$ cat src/rtl/inventory_store.sv
// Per-item stock memory: combinational read port for the dispensing controller,
// a restock port with a read-modify-write FSM, registered low/empty flags and a vend counter.
module inventory_store #(
    parameter int NUM_ITEMS  = 16,
    parameter int INIT_STOCK = 10,
    parameter int LOW_THRESH = 2,
    parameter int MAX_STOCK  = 999
) (
    input  logic                 clk,
    input  logic                 rst,
    input  logic [7:0]           inv_addr,
    input  logic [15:0]          inv_wdata,
    input  logic                 inv_we,
    output logic [15:0]          inv_rdata,
    input  logic                 rs_valid,
    output logic                 rs_ready,
    input  logic [3:0]           rs_item,
    input  logic [15:0]          rs_qty,
    input  logic                 rs_mode,
    output logic                 rs_done,
    output logic [NUM_ITEMS-1:0] low_stock,
    output logic [NUM_ITEMS-1:0] empty,
    output logic [31:0]          vend_count,
    output logic                 rs_state
);

    localparam int          AW         = (NUM_ITEMS > 1) ? $clog2(NUM_ITEMS) : 1;
    localparam logic [8:0]  NUM_V      = 9'(NUM_ITEMS);
    localparam logic [15:0] INIT_V     = 16'(INIT_STOCK);
    localparam logic [15:0] LOW_V      = 16'(LOW_THRESH);
    localparam logic [16:0] MAX_V      = 17'(MAX_STOCK);
    localparam logic        INIT_LOW   = (INIT_V <= LOW_V);
    localparam logic        INIT_EMPTY = (INIT_V == 16'd0);

    typedef enum logic {
        S_IDLE  = 1'b0,
        S_APPLY = 1'b1
    } rs_state_t;

    logic [15:0]   stock [NUM_ITEMS];
    rs_state_t     state_q, state_d;

    logic          prev_we;
    logic [7:0]    prev_addr;
    logic [15:0]   prev_wdata;

    logic [3:0]    item_q;
    logic [15:0]   qty_q;
    logic          mode_q;

    logic          inv_in_range;
    logic [AW-1:0] inv_idx;
    logic          ctrl_commit;
    logic          vend_dec;
    logic          rs_accept;

    logic [7:0]    item_ext;
    logic [AW-1:0] item_idx;
    logic          item_in_range;
    logic [16:0]   rmw_sum;
    logic [16:0]   rmw_raw;
    logic [15:0]   apply_data;
    logic          apply_we;

    assign inv_in_range = ({1'b0, inv_addr} < NUM_V);
    assign inv_idx      = inv_addr[AW-1:0];

    always_comb begin
        inv_rdata = '0;
        if (inv_in_range) begin
            inv_rdata = stock[inv_idx];
        end
    end

    // A held write level only commits on its first cycle or when addr/data change.
    assign ctrl_commit = inv_we && inv_in_range &&
                         (!prev_we || (inv_addr != prev_addr) || (inv_wdata != prev_wdata));
    assign vend_dec    = (inv_wdata < inv_rdata);

    // Restock handshake: a request transfers on a cycle where rs_valid and rs_ready
    // are both high; rs_ready is registered and low for the whole APPLY phase.
    assign rs_accept = rs_valid && rs_ready;

    assign item_ext      = {4'b0000, item_q};
    assign item_idx      = item_ext[AW-1:0];
    assign item_in_range = ({1'b0, item_ext} < NUM_V);

    // 17-bit sum so an add never wraps before the ceiling clamp.
    assign rmw_sum    = {1'b0, stock[item_idx]} + {1'b0, qty_q};
    assign rmw_raw    = mode_q ? {1'b0, qty_q} : rmw_sum;
    assign apply_data = (rmw_raw > MAX_V) ? MAX_V[15:0] : rmw_raw[15:0];

    // FSM state register
    always_ff @(posedge clk) begin
        if (rst) begin
            state_q <= S_IDLE;
        end else begin
            state_q <= state_d;
        end
    end

    // FSM next state: a controller commit in APPLY stalls the restock one cycle
    always_comb begin
        state_d = state_q;
        case (state_q)
            S_IDLE:  if (rs_accept) state_d = S_APPLY;
            S_APPLY: if (!ctrl_commit) state_d = S_IDLE;
            default: state_d = S_IDLE;
        endcase
    end

    // FSM outputs
    always_comb begin
        rs_done  = 1'b0;
        apply_we = 1'b0;
        if ((state_q == S_APPLY) && !ctrl_commit && !rst) begin
            rs_done  = 1'b1;
            apply_we = item_in_range;
        end
    end

    assign rs_state = (state_q == S_APPLY);

    always_ff @(posedge clk) begin
        if (rst) begin
            rs_ready <= 1'b0;
        end else begin
            rs_ready <= (state_d == S_IDLE);
        end
    end

    always_ff @(posedge clk) begin
        if (rst) begin
            item_q <= '0;
            qty_q  <= '0;
            mode_q <= 1'b0;
        end else if (rs_accept) begin
            item_q <= rs_item;
            qty_q  <= rs_qty;
            mode_q <= rs_mode;
        end
    end

    always_ff @(posedge clk) begin
        if (rst) begin
            prev_we    <= 1'b0;
            prev_addr  <= '0;
            prev_wdata <= '0;
        end else begin
            prev_we    <= inv_we;
            prev_addr  <= inv_addr;
            prev_wdata <= inv_wdata;
        end
    end

    // Controller write wins the cycle; apply_we is already masked by ctrl_commit.
    always_ff @(posedge clk) begin
        if (rst) begin
            for (int i = 0; i < NUM_ITEMS; i++) begin
                stock[i] <= INIT_V;
            end
        end else if (ctrl_commit) begin
            stock[inv_idx] <= inv_wdata;
        end else if (apply_we) begin
            stock[item_idx] <= apply_data;
        end
    end

    always_ff @(posedge clk) begin
        if (rst) begin
            vend_count <= '0;
        end else if (ctrl_commit && vend_dec) begin
            vend_count <= vend_count + 32'd1;
        end
    end

    always_ff @(posedge clk) begin
        if (rst) begin
            low_stock <= {NUM_ITEMS{INIT_LOW}};
            empty     <= {NUM_ITEMS{INIT_EMPTY}};
        end else begin
            for (int i = 0; i < NUM_ITEMS; i++) begin
                low_stock[i] <= (stock[i] <= LOW_V);
                empty[i]     <= (stock[i] == 16'd0);
            end
        end
    end

endmodule

$ cat config.mk
export PLATFORM = sky130hd
export DESIGN_NAME = inventory_store
export DESIGN_NICKNAME = d
export VERILOG_FILES = /design/src/rtl/inventory_store.sv
export SDC_FILE = /design/constraint.sdc
export NUM_CORES = 1
export LEC_CHECK = 0
export CORE_MARGIN = 2
export CORE_UTILIZATION = 30
export DETAILED_ROUTE_END_ITERATION = 6
export PLACE_DENSITY = 0.42
export SKIP_CTS_REPAIR_TIMING = 1
export SKIP_LAST_GASP = 1
export SLEW_MARGIN = 0
export SYNTH_ARGS = -nofsm -noshare
export SYNTH_HDL_FRONTEND = slang
export SYNTH_SLANG_ARGS = --single-unit
$ cat constraint.sdc
create_clock -name clk -period 6.95 [get_ports clk]
set_input_delay 0.695 -clock clk [delete_from_list [all_inputs] [get_ports clk]]
set_output_delay 0.695 -clock clk [all_outputs]
set_load 0.02 [all_outputs]
# Word level (Yosys, flattened, before mapping)
# Memory sizes are Yosys's and may differ from the RTL's. A register that Yosys moved wholly into a read port is not among the register bits.
# Index checks and enable logic that the tools add are counted.
# totals
ff_bits,112
latch_bits,0
ramBits,256
rom_bits,0
inputBits,49
out_inout_bits,83
word_cells,91
mem_count,1
# classes
addsub,2
multipliers,0
div,0
magnitude_cmp,20
n_eq_ne,2
n_shift,0
n_mux,24
bitwise_logic,2
reduce_logical,29
# memory_table
memory,depth,word_bits,rd,rd_clocked_by_memory_dff,wr,line,rtl
stock,16,16,18,1,16,40,logic [15:0] stock [NUM_ITEMS];
# op_table
op,count
$le A16 B2 Y1 const B,16
$logic_not A16 Y1,16
$mux W16,4
$add A32 B1 Y32 const B,1
$reduce_or A16 Y1,2
$add A16 B16 Y17,1
$gt A17 B10 Y1 const B,1
$mux W17,1
$lt A16 B16 Y1,1
$mux W4,4
$ne A16 B16 Y1,1
$mux W1,14
$lt A8 B5 Y1 const B,1
$ne A8 B8 Y1,1
$logic_and A1 B1 Y1,6
$lt A4 B5 Y1 const B,1
$logic_not A1 Y1,3
$logic_or A1 B1 Y1,2
$not A1 Y1,2
$pmux W1 S2,1

# Logic depth before layout (Yosys ltp)
# Gate-level depths: netlist of run 1.
# depth
word_depth,14
ltp_mapped,19
depth_no_buf,15

# Worst setup path after synthesis of run 1
# No wires, ideal clock.
# synth_timing
path_kind,register to register
from,reg with a tool-made name
to,"mem stock[0][4], data pin"
setup_time_ns,0.265
t_arrival_ns,4.978
required_ns,6.685
slack_ns,1.707
stages_incl_launch_ff,17
n_path_buf,3
period_less_slack_ns,5.243
path_cell_list,dfxtp_1 -> clkbuf_1 -> buf_1 -> mux4_2 -> mux4_2 -> ha_1 -> fa_1 -> a211oi_2 -> o21bai_1 -> or3b_2 -> nand3_1 -> o211a_1 -> nand4b_1 -> nand4_1 -> a2bb2oi_1 -> clkbuf_1 -> nor2_1
# synth_lines
element,line
to (decl),40

==> results.txt, run 1 <==
----------------------------------------------------
[Yosys]
  Leading register cell type out of synthesis ... sky130_fd_sc_hd__edfxtp_1
  Leading post-synthesis cells by cell area ... sky130_fd_sc_hd__edfxtp_1 (40%), sky130_fd_sc_hd__mux4_2 (17%), sky130_fd_sc_hd__dfxtp_1 (12%)
  Largest area contributor in the netlist ... sky130_fd_sc_hd__edfxtp_1
  Area share of the largest cell type after synthesis ... between 30 and 40%
  Syn avg cell area ... between 10 and 15 µm²
  Syn Std Cell Area ... between 15000 and 20000 µm²
  Share of the yosys chip area belonging to registers ... about half
  Syn Inst Count ... 1621
  Count of distinct cell types in the synthesized netlist ... between 60 and 70
  Number of flops mapped to enable cells by yosys ... roughly 260
  Flip-flop and latch count after synthesis ... approximately 370
  Synthesis Warnings ... 0
  Proportion of synthesized flip-flops having asynchronous set or reset ... 0%
  Syn nets ... roughly 1700

[GRT]
  Pin count of the biggest net entering global routing ... 61
  Vias in the first global route ... 14362
  Global Route Usage Sum ... 22.1%
  Wire length of the first global-routing pass ... 106000 µm
  Gr ovfl total ... 0
  Antenna violations before repair ... 0

[Floorplanning]
  Die boundary width ... roughly 260 µm
  Die extent in y ... between 200 and 300 µm
  Area enclosed by the die boundary ... 66700 µm²
  Number of rows created at floorplan ... between 90 and 100
  I/O pin total ... between 100 and 150
  Starting density of the core ... between 30% and 40%
  Area of the core region ... 64200 µm²

[Timing]
  Number of setup violations in the final report ... 0
  Tightest Pin Transition ... about 1.2 ns
  Post-layout worst setup margin ... ~1.4 ns
  Post-Route Hold Slack ... between 0.4 and 0.5 ns
  Fmax achieved ... 0.179 GHz
  Unrepaired setup endpoints after global routing ... no
  Number of endpoints with negative hold slack in the final report ... 0
  Final number of max-transition violations ... 0
  Post-layout minimum cycle time ... around 5.6 ns
  Setup clock skew after layout ... 0.0308 ns
  Crit share post-route ... between 80% and 90%
  Total negative setup slack ... 0 ns
  Headroom to the max-slew limit ... 19.8%

[Route]
  Initial detailed-routing violation count ... roughly 1600
  Final WL ... between 70000 and 80000 µm
  Number of remaining DRC errors ... 0
  Router iterations before antenna repair ... 6
  Vias/cell ... approximately 5.5
  DRT antenna net count ... 0
  Detailed-route wire length per cell ... about 28 µm
  Count of vias placed by the detailed router ... ~14000

[Worst setup path]
  Path depth of the worst reg2reg path ... 14
  Highest fanout seen on the critical path ... 27
  Reg2Reg Setup Slack ... 1.36 ns
  Critical path capture point ... stock[14][0]
  Type of element capturing the critical path ... flip-flop
  WP data arrival ... 5.89 ns
  Capturing point of the worst reg2reg path ... stock[14][0]
  Critical Path RT ... 7.24 ns
  Worst Path Class, Setup ... flip-flop to flip-flop
  Startpoint type of the worst setup path ... flip-flop

[Clocking]
  Clock-pin slew of the registers on the worst-case setup and hold paths ... 0.06 ns
  Clock net sink count ... 372
  Buffers from clock root to sink, at most ... 3
  Clock tree from TritonCTS ... yes
  Library cell used as clock root buffer ... sky130_fd_sc_hd__clkbuf_16
  H-tree depth ... 2
  Insertion delay to the later sink of the worst-skew pair ... slightly below 0.6 ns
  Number of buffers inserted during clock tree synthesis ... 46

[Place]
  Half-perimeter wire length after detailed placement ... ~55000 µm
  Post-Place Cell Area ... 21700 µm²
  Final RePlAce weighted congestion ... roughly 0.93
  I/O Buffers ... between 100 and 150
  Minimum setup slack after placement ... between 1 and 1.5 ns

[Power and ir drop]
  Largest vdd supply drop ... roughly 0.21 mV
  Cell Pwr Density ... 237 nW/µm²
  Static power due to leakage ... approximately 0.0078 µW

[Final layout]
  Number of fill cells in the layout ... roughly 6300
  Area overhead of the layout relative to synthesis ... 19.5%
  Leading cell types in the layout, fill and taps excluded ... sky130_fd_sc_hd__nor2_1 (286), sky130_fd_sc_hd__edfxtp_1 (256), sky130_fd_sc_hd__mux4_2 (144)
  Fraction of layout cells with a size suffix above 1 ... approximately 17%
  Final net count ... approximately 1800
  Leading cell type in the layout, fill and taps excluded ... sky130_fd_sc_hd__nor2_1
  Final Instance Area ... between 20000 and 25000 µm²

[Job]
  Max-cap check violation count ... 0

[Worst hold path]
  Type of the most critical hold path ... flip-flop to flip-flop

[Outcome]
  Outcome ... finished clean

----------------------------------------------------
[critical path: stages (launching register included)]
cell                        delay [ns]
sky130_fd_sc_hd__dfxtp_4          0.73
sky130_fd_sc_hd__buf_4            0.50
sky130_fd_sc_hd__mux4_2           0.58
sky130_fd_sc_hd__mux4_2           0.56
sky130_fd_sc_hd__ha_1             0.39
sky130_fd_sc_hd__a21oi_1          0.15
sky130_fd_sc_hd__nand2_1          0.12
sky130_fd_sc_hd__o211a_1          0.28
sky130_fd_sc_hd__o2111ai_1        0.26
sky130_fd_sc_hd__mux2_2           0.20
sky130_fd_sc_hd__o211a_1          0.27
sky130_fd_sc_hd__nand4_1          0.29
sky130_fd_sc_hd__o22ai_4          0.58
sky130_fd_sc_hd__buf_4            0.30
sky130_fd_sc_hd__nor2_1           0.06
[cells in the mapped netlist, types with 12 or more instances]
cell type	instances
sky130_fd_sc_hd__nand3_1	48
sky130_fd_sc_hd__mux2_2	18
sky130_fd_sc_hd__inv_1	29
sky130_fd_sc_hd__clkbuf_1	58
sky130_fd_sc_hd__ha_1	32
sky130_fd_sc_hd__nand2b_1	43
sky130_fd_sc_hd__nor4_1	51
sky130_fd_sc_hd__nand4_1	33
sky130_fd_sc_hd__a21oi_1	64
sky130_fd_sc_hd__mux2i_1	22
sky130_fd_sc_hd__o21ai_0	32
sky130_fd_sc_hd__nor2b_1	28
sky130_fd_sc_hd__dfxtp_1	116
sky130_fd_sc_hd__buf_2	22
sky130_fd_sc_hd__edfxtp_1	256
sky130_fd_sc_hd__buf_1	22
sky130_fd_sc_hd__nor2_1	286
sky130_fd_sc_hd__nor3_1	42
sky130_fd_sc_hd__mux4_2	144
sky130_fd_sc_hd__nand2_1	113
sky130_fd_sc_hd__xnor2_1	42
sky130_fd_sc_hd__xor2_1	12
[routing by layer]
metal	vias to the layer above	GRT usage, %	share of wire (%)
met2	630	35.2	46
met5	-	0	0
li1	6323	-	-
met1	7418	30.2	43
met3	125	3.51	6.4
met4	0	8.43	4.0
[worst min path at each step]
stage	from	to	depth (start not counted)	slack, ns
after global routing	item_idx[0]	flip-flop	2	0.51
final	stock[13][1]	empty[13]	1	0.47
after detailed placement	qty_q[15]	qty_q[15]	2	0.48
after floorplan	stock[10][1]	empty[10]	1	0.45
after CTS	stock[13][1]	empty[13]	1	0.48
after global placement	qty_q[15]	qty_q[15]	2	0.47
[logic make-up (layout without fill, tap and decap cells)]
family	after synthesis	after routing	share of synthesized area [%]
XOR/XNOR	54	54	2.44
flip-flops	372	372	51.6
AO/OA/AOI/OAI	159	159	5.40
multiplexers	184	184	18.9
adder cells (fa/ha/maj)	33	33	2.17
AND/OR/NAND/NOR	683	683	16.6
buffers and inverters	136	286	2.87
other	0	1	0
[through the flow]
step | utilization [%] | total power (µW) | cells
3_5_place_dp | 33.8 | 3180 | 2544
5_1_grt | 36.1 | 5660 | 2626
4_1_cts | 36.1 | 5540 | 2626
3_3_place_gp | 33.8 | 3180 | 2544
2_1_floorplan | - | 2890 | 1621
6_report | 36.1 | 5500 | 2627
[registers in the layout, indices dropped and copies added, names as in the netlist, 4 cells and up, named ones only]
name	cells
vend_count	32
prev_addr	8
prev_wdata	16
qty_q	16
stock	256
low_stock	16
empty	16
item_idx	4
[final cells by class]
class                           instances  area, µm²  area share, %
Inverter                               30        113          0.486
Sequential cell                       372      10000           43.2
Tap cell                              855       1070           4.62
Clock inverter                         14        124          0.535
Antenna cell                            1       2.50         0.0108
Clock buffer                           68       1340           5.77
Multi-Input combinational cell       1113       8850           38.2
Timing Repair Buffer                  174       1660           7.15
[report_power, final]
group | internal [µW] | leakage, µW | switching, µW
Combinational | 249 | 0.00361 | 377
Clock | 1400 | 0.000721 | 960
Sequential | 2430 | 0.00347 | 79.7
Total | 4080 | 0.00781 | 1420
Power figures use the tool's default switching activity.
==> inputs of run 2 (changes only) <==
==> constraint.sdc (replaced) <==
create_clock -name clk -period 5.7 [get_ports clk]
set_input_delay 0.57 -clock clk [delete_from_list [all_inputs] [get_ports clk]]
set_output_delay 0.57 -clock clk [all_outputs]
set_load 0.02 [all_outputs]
==> results.txt, run 2 (synthesis gave the netlist of run 1 again) <==
----------------------------------------------------
[Route]
  Detailed-route wire length per cell ... 27.3 µm (-3.2%)
  Number of remaining DRC errors ... 0 (unchanged)
  Vias/cell ... 5.41 (-1.9%)
  DRT antenna net count ... 0 (unchanged)
  Final WL ... 72700 µm (-2.0%)
  Count of vias placed by the detailed router ... 14398 (-0.68%)
  Router iterations before antenna repair ... 5 (-1)
  Initial detailed-routing violation count ... 1384 (-12%)

[Timing]
  Final number of max-transition violations ... 0 (unchanged)
  Setup clock skew after layout ... 0.0300 ns (-0.000792 ns)
  Number of endpoints with negative hold slack in the final report ... 0 (unchanged)
  Fmax achieved ... 0.188 GHz (+5.1%)
  Unrepaired setup endpoints after global routing ... no
  Post-layout minimum cycle time ... 5.32 ns (-0.270 ns)
  Post-Route Hold Slack ... 0.485 ns (+0.0106 ns)
  Number of setup violations in the final report ... 0 (unchanged)
  Total negative setup slack ... 0 ns (unchanged)
  Tightest Pin Transition ... 1.21 ns (+0.0141 ns)
  Headroom to the max-slew limit ... 18.8% (-0.94 points)
  Crit share post-route ... 93.4% (+13 points)

[Final layout]
  Final net count ... 1848 (+1.6%)
  Area occupied by registers ... 10000 µm² (unchanged)
  Fraction of layout cells with a size suffix above 1 ... 18.3% (+1.5 points)
  Number of fill cells in the layout ... 6305 (-0.11%)
  Area of the multi-input gates ... 8840 µm² (about the same)
  Area overhead of the layout relative to synthesis ... 21.0%
  Top reg by flops ... stock
  Leading cell types in the layout, fill and taps excluded ... sky130_fd_sc_hd__nor2_1 (286), sky130_fd_sc_hd__edfxtp_1 (256), sky130_fd_sc_hd__mux4_2 (144)
  Leading cell type in the layout, fill and taps excluded ... sky130_fd_sc_hd__nor2_1
  Biggest regs ... stock x256, vend_count x32
  Flip-flop count of the largest register, all copies and words added ... 256 (unchanged)

[Clocking]
  Number of buffers inserted during clock tree synthesis ... 45 (-2.2%)
  Clock net sink count ... 372 (unchanged)
  Clock tree from TritonCTS ... yes
  Library cell used as clock root buffer ... sky130_fd_sc_hd__clkbuf_16
  Clock-pin slew of the registers on the worst-case setup and hold paths ... 0.06 ns (about the same)
  H-tree depth ... 2 (unchanged)
  Buffers from clock root to sink, at most ... 3 (unchanged)
  Insertion delay to the later sink of the worst-skew pair ... 0.60 ns (about the same)

[Floorplanning]
  I/O pin total ... 132 (unchanged)
  Die boundary width ... 258 µm (unchanged)
  Starting density of the core ... 30.2% (unchanged)
  Area of the core region ... 64200 µm² (unchanged)
  Area enclosed by the die boundary ... 66700 µm² (unchanged)
  Die extent in y ... 258 µm (unchanged)
  Number of rows created at floorplan ... 93 (unchanged)

[Worst setup path]
  Largest delay share family, worst path ... compound AO/OA/AOI/OAI gates
  WP data arrival ... 5.64 ns (-0.25 ns)
  Critical Path Slowest Stage Cell ... sky130_fd_sc_hd__dfxtp_4
  Critical Path RT ... 6.01 ns (-1.23 ns)
  Reg2Reg Setup Slack ... 0.38 ns (-0.98 ns)
  Highest fanout seen on the critical path ... 27 (unchanged)
  CP Cell Sequence ... buf_12 -> buf_4 -> mux4_2 -> mux4_2 -> ha_1 -> a21oi_1 -> nand2_1 -> o211a_1 -> o21a_1 -> o31ai_1 -> nand4b_1 -> nand4_1 -> a2bb2oi_2 -> buf_4 -> nor2_1
  Combined buffer and inverter count along the critical path ... 3 (+1)
  Worst Path Class, Setup ... flip-flop to flip-flop
  Worst path max stage delay ... 0.60 ns (-0.13 ns)
  Startpoint type of the worst setup path ... flip-flop
  Type of element capturing the critical path ... flip-flop

[Power and ir drop]
  Relative contribution of the clock network to total power ... 44.1% (+1.2 points)
  Largest vdd supply drop ... 0.236 mV (+14%)
  Cell Pwr Density ... 292 nW/µm² (+23%)
  Net switching power figure ... 1740 µW (+23%)
  Part of the total power dissipated in sequential elements ... 44.5% (-1.2 points)
  Internal Pwr Total ... 5100 µW (+25%)
  Proportion of total power due to net switching ... 25.5% (-0.32 points)
  Static power due to leakage ... 0.00798 µW (+2.2%)
  Part of the total power dissipated in combinational logic ... 11.4% (about the same)

[Outcome]
  Outcome ... finished clean

[Place]
  I/O Buffers ... 131 (unchanged)
  Final RePlAce weighted congestion ... 0.930 (about the same)
  Half-perimeter wire length after detailed placement ... 53600 µm (-2.6%)

[GRT]
  Vias in the first global route ... 14550 (+1.3%)
  Wire length of the first global-routing pass ... 106000 µm (-0.16%)
  Antenna violations before repair ... 2 (+2)
  Gr ovfl total ... 0 (unchanged)
  Global Route Usage Sum ... 21.8% (-0.31 points)
  Pin count of the biggest net entering global routing ... 63 (+3.3%)

[Worst hold path]
  Type of the most critical hold path ... flip-flop to flip-flop
  Worst hold path startpoint ... qty_q[13]

[Job]
  Max-cap check violation count ... 0 (unchanged)

----------------------------------------------------
==> run 2: changes by cell type in the layout (fill, tap and decap cells not counted), moves of 2 or more <==
| cell | before | now |
|---|---|---|
| sky130_fd_sc_hd__clkinvlp_4 | 0 | 2 |
| sky130_fd_sc_hd__buf_4 | 42 | 73 |
| sky130_fd_sc_hd__clkinv_4 | 0 | 2 |
| sky130_fd_sc_hd__bufinv_16 | 2 | 6 |
| sky130_fd_sc_hd__clkinv_1 | 3 | 9 |
| sky130_fd_sc_hd__clkbuf_8 | 6 | 2 |
| sky130_fd_sc_hd__clkbuf_1 | 14 | 6 |
==> run 2: routing by layer <==
layer | vias up | share of wire (%) | routed length (µm) | global-route usage [%]
met5 | - | 0 | 0 | 0
met4 | 0 | 3.1 | 2270 | 7.16
met3 | 105 | 6.0 | 4330 | 3.09
met2 | 540 | 47 | 33900 | 35.4
met1 | 7377 | 44 | 32100 | 29.9
li1 | 6376 | - | - | -
==> run 2: power by group through the flow <==
stage,Combinational (µW),Sequential [µW],Clock (µW)
finish,781,3050,3020
global route,827,3050,3170
CTS,783,3040,3090
detailed placement,780,3100,0
global placement,782,3100,0
floorplan,472,3060,0
==> run 2: path summary, 6_finish.rpt <==
path / to / cells past startpoint
max: stock[14][4] / 15
min: qty_q[13] / 2
max reg2reg: stock[14][4] / 15
min reg2reg: qty_q[13] / 2
==> run 2: area by class of cell <==
cell class | instances | area share, %
inverters | 30 | 0.480
repair buffers | 204 | 7.97
well taps | 855 | 4.56
clock buffers | 56 | 5.33
multi-input cells | 1113 | 37.7
diodes | 2 | 0.0213
flip-flops and latches | 372 | 42.7
clock inverters | 27 | 1.24
==> run 2: tightest hold or removal path, cell delays in order (launching register included) <==
cell and delay, ns:
sky130_fd_sc_hd__dfxtp_1 0.33, sky130_fd_sc_hd__nand2_1 0.06, sky130_fd_sc_hd__a21oi_1 0.05
==> run 2: stage by stage <==
stage | std cells | instance area, µm² | utilization [%] | total power, µW | setup slack (ns)
after floorplan | 1621 | 19400 | - | 3530 | 0.457
after global placement | 2574 | 21900 | 34.1 | 3880 | 0.450
after detailed placement | 2574 | 21900 | 34.1 | 3880 | 0.456
after CTS | 2657 | 23500 | 36.5 | 6910 | 0.405
after global routing | 2657 | 23500 | 36.5 | 7050 | 0.126
final | 2659 | 23500 | 36.5 | 6840 | 0.375
==> inputs of run 3 (changes only) <==
--- a/config.mk
+++ b/config.mk
@@ -5,6 +5,7 @@
 export SDC_FILE = /design/constraint.sdc
 export NUM_CORES = 1
 export LEC_CHECK = 0
+export CAP_MARGIN = 5
 export CORE_MARGIN = 2
 export CORE_UTILIZATION = 30
 export DETAILED_ROUTE_END_ITERATION = 6
==> results of run 3 <==
Final layout, timing and power as in run 2 (identical DEF).
